$ cat src/rtl/filter_sample_feeder_if.sv
// rtl/filter_sample_feeder_if.sv - sample/filter handshake bundle for filter_sample_feeder
interface filter_sample_feeder_if #(
    parameter int WIDTH = 32
);
    logic [WIDTH-1:0] in_data;
    logic             in_valid;
    logic             in_ready;
    logic             filt_ready;
    logic [WIDTH-1:0] x;
    logic             start;

    modport master (
        output in_data, in_valid, filt_ready,
        input  in_ready, x, start
    );

    modport slave (
        input  in_data, in_valid, filt_ready,
        output in_ready, x, start
    );
endinterface

$ cat src/rtl/filter_sample_feeder.sv
// rtl/filter_sample_feeder.sv - FIFO-buffered sample issuer for the symmetric FIR filter
module filter_sample_feeder #(
    parameter int WIDTH   = 32,
    parameter int DEPTH   = 16,
    parameter int AW      = 4,
    parameter int TIMEOUT = 8
) (
    input  logic                 clk,
    input  logic                 rst,
    filter_sample_feeder_if.slave bus,
    output logic [AW:0]          count,
    output logic [15:0]          launched,
    output logic                 overflow,
    output logic                 ack_err
);

    localparam int             WD_W    = $clog2(TIMEOUT + 1);
    localparam logic [AW:0]    FULL    = (AW + 1)'(DEPTH);
    localparam logic [WD_W-1:0] WD_LAST = WD_W'(TIMEOUT - 1);

    typedef enum logic [1:0] {IDLE, LAUNCH, WAIT_ACK, WAIT_DONE} state_t;

    state_t           state;
    logic [WIDTH-1:0] mem [DEPTH];
    logic [AW-1:0]    wr_ptr;
    logic [AW-1:0]    rd_ptr;
    logic [WD_W-1:0]  watchdog;
    logic             full;
    logic             push;
    logic             pop;

    assign full        = (count == FULL);
    assign bus.in_ready = ~full;
    assign push        = bus.in_valid & ~full;
    // Pop is tied to the launch decision; a full FIFO still refuses the push in that cycle.
    assign pop         = (state == IDLE) && (count != '0) && bus.filt_ready;

    always_ff @(posedge clk) begin
        if (push) begin
            mem[wr_ptr] <= bus.in_data;
        end
    end

    always_ff @(posedge clk or negedge rst) begin
        if (!rst) begin
            wr_ptr   <= '0;
            rd_ptr   <= '0;
            count    <= '0;
            overflow <= 1'b0;
        end else begin
            if (push) begin
                wr_ptr <= wr_ptr + AW'(1);
            end
            if (pop) begin
                rd_ptr <= rd_ptr + AW'(1);
            end
            case ({push, pop})
                2'b10:   count <= count + (AW + 1)'(1);
                2'b01:   count <= count - (AW + 1)'(1);
                default: count <= count;
            endcase
            if (bus.in_valid && full) begin
                overflow <= 1'b1;
            end
        end
    end

    // x is only written on a launch, so it stays put for the whole start window and beyond.
    always_ff @(posedge clk or negedge rst) begin
        if (!rst) begin
            state     <= IDLE;
            bus.x     <= '0;
            bus.start <= 1'b0;
            launched  <= '0;
            watchdog  <= '0;
            ack_err   <= 1'b0;
        end else begin
            case (state)
                IDLE: begin
                    if (pop) begin
                        bus.x     <= mem[rd_ptr];
                        bus.start <= 1'b1;
                        launched  <= launched + 16'd1;
                        state     <= LAUNCH;
                    end else begin
                        bus.start <= 1'b0;
                    end
                end
                LAUNCH: begin
                    bus.start <= 1'b1;
                    watchdog  <= '0;
                    state     <= WAIT_ACK;
                end
                WAIT_ACK: begin
                    if (!bus.filt_ready) begin
                        bus.start <= 1'b0;
                        state     <= WAIT_DONE;
                    end else if (watchdog == WD_LAST) begin
                        bus.start <= 1'b0;
                        ack_err   <= 1'b1;
                        state     <= IDLE;
                    end else begin
                        watchdog <= watchdog + WD_W'(1);
                    end
                end
                WAIT_DONE: begin
                    if (bus.filt_ready) begin
                        state <= IDLE;
                    end
                end
                default: begin
                    bus.start <= 1'b0;
                    state     <= IDLE;
                end
            endcase
        end
    end

endmodule

$ cat src/flat_wrapper.sv
// flat-port wrapper written by rule: the top's interface ports become plain ports
module filter_sample_feeder_flat 
#(
    parameter int WIDTH   = 32,
    parameter int DEPTH   = 16,
    parameter int AW      = 4,
    parameter int TIMEOUT = 8
)
  (clk, rst, count, launched, overflow, ack_err, bus_in_data, bus_in_valid, bus_filt_ready, bus_in_ready, bus_x, bus_start);
  filter_sample_feeder_if #(.WIDTH(WIDTH)) bus_i ();
  input  logic clk;
  input  logic rst;
  output logic [AW:0] count;
  output logic [15:0] launched;
  output logic overflow;
  output logic ack_err;
  input wire logic [$bits(bus_i.in_data)-1:0] bus_in_data;
  input wire logic [$bits(bus_i.in_valid)-1:0] bus_in_valid;
  input wire logic [$bits(bus_i.filt_ready)-1:0] bus_filt_ready;
  output wire logic [$bits(bus_i.in_ready)-1:0] bus_in_ready;
  output wire logic [$bits(bus_i.x)-1:0] bus_x;
  output wire logic [$bits(bus_i.start)-1:0] bus_start;
  assign bus_i.in_data = bus_in_data;
  assign bus_i.in_valid = bus_in_valid;
  assign bus_i.filt_ready = bus_filt_ready;
  assign bus_in_ready = bus_i.in_ready;
  assign bus_x = bus_i.x;
  assign bus_start = bus_i.start;
  filter_sample_feeder #(.WIDTH(WIDTH), .DEPTH(DEPTH), .AW(AW), .TIMEOUT(TIMEOUT)) u_core (.clk(clk), .rst(rst), .bus(bus_i), .count(count), .launched(launched), .overflow(overflow), .ack_err(ack_err));
endmodule
$ cat config.mk
export PLATFORM = sky130hd
export DESIGN_NAME = filter_sample_feeder_flat
export DESIGN_NICKNAME = d
export VERILOG_FILES = /design/src/rtl/filter_sample_feeder_if.sv /design/src/rtl/filter_sample_feeder.sv /design/src/flat_wrapper.sv
export SDC_FILE = /design/constraint.sdc
export NUM_CORES = 1
export LEC_CHECK = 0
export CAP_MARGIN = 20
export CORE_UTILIZATION = 25
export CTS_BUF_LIST = sky130_fd_sc_hd__clkbuf_4 sky130_fd_sc_hd__clkbuf_8 sky130_fd_sc_hd__clkbuf_16
export DETAILED_ROUTE_END_ITERATION = 10
export GPL_ROUTABILITY_DRIVEN = 0
export SYNTH_ARGS = -nofsm -noshare
export SYNTH_HDL_FRONTEND = slang
export SYNTH_SLANG_ARGS = --single-unit
$ cat constraint.sdc
create_clock -name clk -period 5.1 [get_ports clk]
set_input_delay 1.02 -clock clk [delete_from_list [all_inputs] [get_ports clk]]
set_output_delay 1.02 -clock clk [all_outputs]
set_load 0.02 [all_outputs]
==> impl_metrics.csv <==
group,metric,value,unit
floorplan,initial_core_util,0.253,
synth,avgSynthCellArea,20.9,um2
sta,slew_headroom,0.331,
clock_network,htreeDepth,2,
pwr,power.leakage,8.45,nW
clock_network,clkLatencyLatePin,0.62,ns
route,met1Wirelength,22.7,mm
synth,ys_seq_area_frac,0.766,
route,avgRoutedWirePerCell,21.3,um
sta,whs,0.472,ns
worst_setup_path,cp.required,4.08,ns
route,wl_met3,2.96,mm
sta,period_needed,3.44,ns
floorplan,core_region_area,88500,um2
run_status,violations,"DRC",
synth,synth_area,22400,um2
sta,setup_viol,0,
sta,slew_viol_final,0,
worst_setup_path,path_max_fanout,7,
synth,syn_inst,1069,
synth,synthTopCellsByArea,"edfxtp_1, mux4_2, dfrtp_1",
synth,syn-num-nets,1122,
clock_network,cts_tree,"done",
synth,synth_top_area_share,0.687,
worst_hold_path,min_path_type,"flop to flop",
synth,synth_ff_type,"edfxtp_1",
clock_network,post_cts_resize_count,0,
sta,max_freq,291,MHz
worst_setup_path,endpoint_kind,"output pin",
synth,yosysWarnings,0,
global_route,globalRouteTotalUtil,0.112,
global_route,first_global_vias,11300,
global_route,grt_start_max_net_pins,74,
sta,worst_clock_skew,0.0252,ns
sta,grt_setup_unrepaired,"no",
route,vias,10800,
clock_network,post_cts_buffers,0,
route,first_iter_violations,846,
layout,diodes,0,
layout,nets,1243,
pwr,ir_drop,0.275,mV
clock_network,cts_made_buffers,55,
floorplan,dieArea,90700,um2
route,drtPass1Iterations,8,
clock_network,ctsHoldBuffers,0,
clock_network,path_clk_slew,0.06,ns
worst_setup_path,cp-start-kind,"flop",
clock_network,cts.path.max_buffers,3,
worst_setup_path,crit_type,"flop to output pin",
flow_run,drv_cap,0,
floorplan,chipHeight,301,um
layout,synthToLayoutAreaGrowth,19.7,%
floorplan,fp-row-count,109,
sta,finalSetupTns,0,ns
synth,synth_edf_count,512,
synth,synth_largest_area_cell,"edfxtp_1",
route,routed_wl,51.1,mm
placement,dp.cells,2298,
placement,hpwl,30.1,mm
synth,ys_ff_latch,582,
sta,period_share,0.674,
floorplan,boundaryPins,93,
synth,ys_top_cells_by_count,"edfxtp_1, mux4_2, dfrtp_1, o22ai_1, a21oi_1",
sta,hold_viol_final,0,
route,postRouteAntennaNets,0,
synth,synth.most_common_cell,"edfxtp_1",
synth,ys_types,48,
layout,final_cells,2401,
worst_setup_path,arrival,2.42,ns
synth,ys_async_sr_fraction,0.120,
route,wl_met2,24.4,mm
layout,final_cell_area,26800,um2
route,viasPerCell,4.51,
route,routed.top_layer,"met5",
global_route,grt_pass1_wl,75.5,mm
run_status,status,"finished, violations left",
sta,tightest_slew,1.00,ns
placement,place_area,24900,um2
global_route,antenna_found_initial,9,
layout,drive_above_1_share,0.254,
layout,fillers,8391,
worst_setup_path,r2r_slack,1.98,ns
floorplan,die_x,301,um
clock_network,cts.sinks,582,
route,drc,17,
pwr,power_density,535,nW/um2
pwr,fin_total_pwr,14.3,mW
clock_network,clockRootBuffer,"clkbuf_16",
placement,io_buffer_count,92,
global_route,grt-ovfl-total,0,
## final timing paths
| check | cells past startpoint | end | startpoint |
|---|---|---|---|
| hold / removal | 1 | u_core.overflow | u_core.overflow |
| setup / recovery | 3 | bus_in_ready | u_core.count[0] |
| setup reg to reg | 11 | u_core.count[4] | u_core.count[0] |
| min in group asynchronous | 1 | u_core.bus.x[8] | rst |
| max in group asynchronous | 2 | u_core.rd_ptr[3] | rst |
| hold reg to reg | 1 | u_core.overflow | u_core.overflow |
## critical path, stage by stage, from the launching register on
cell             delay [ns]
dfrtp_1                0.49
nor4_1                 0.62
nand2_1                0.13
clkdlybuf4s50_1        0.56
## through the flow
step           setup slack, ns  utilization
4_1_cts                   1.62        0.302
3_5_place_dp              1.50        0.281
5_1_grt                   1.51        0.302
3_3_place_gp              1.52        0.281
6_report                  1.66        0.302
2_1_floorplan            0.744            -
## layout make-up
type	instances	area (um2)	area share
sequential	582	17100	0.640
inverter	12	45.0	0.00168
timing repair buffer	122	1210	0.0450
multi-input combinational	417	5030	0.188
tap	1165	1460	0.0544
clock inverter	25	294	0.0110
clock buffer	78	1600	0.0599
## sequential cells by signal, indices dropped and copies added (netlist names), 2 cells and up
register,count
u_core.count,5
u_core.rd_ptr,4
u_core.mem,512
u_core.watchdog,4
u_core.bus.x,32
u_core.wr_ptr,4
u_core.launched,16
u_core.state,2
## where the power goes
part	switching, mW	internal [mW]
clock network	1.75	2.46
registers	0.561	5.83
logic	1.97	1.76
total	4.28	10.1
## layout by cell type, fill, tap and decap left out, types with 17 or more instances in the layout
master / n
o22ai_1: 64
ha_1: 17
nand2_1: 23
buf_4: 26
a21oi_1: 36
mux2_2: 33
mux4_2: 128
edfxtp_1: 512
clkbuf_16: 56
xnor2_1: 20
clkdlybuf4s50_1: 91
dfrtp_1: 67
## layer usage
metal  up-vias  GRT usage
li1       4671          -
met1      5798      0.153
met2       283      0.180
met3        66     0.0262
met4        16     0.0282
met5         -          0
## cells by family (layout without fill, tap and decap cells)
| kind of cell | count (synthesis) | in the layout | share of synthesized area |
|---|---|---|---|
| mux | 163 | 163 | 0.146 |
| xor+xnor | 27 | 27 | 0.0106 |
| buf+inv | 70 | 237 | 0.0148 |
| simple gates | 85 | 85 | 0.0186 |
| compound gates | 125 | 125 | 0.0346 |
| flops | 582 | 582 | 0.766 |
| fa+ha+maj | 17 | 17 | 0.00951 |
(Power assumes the default switching activity.)
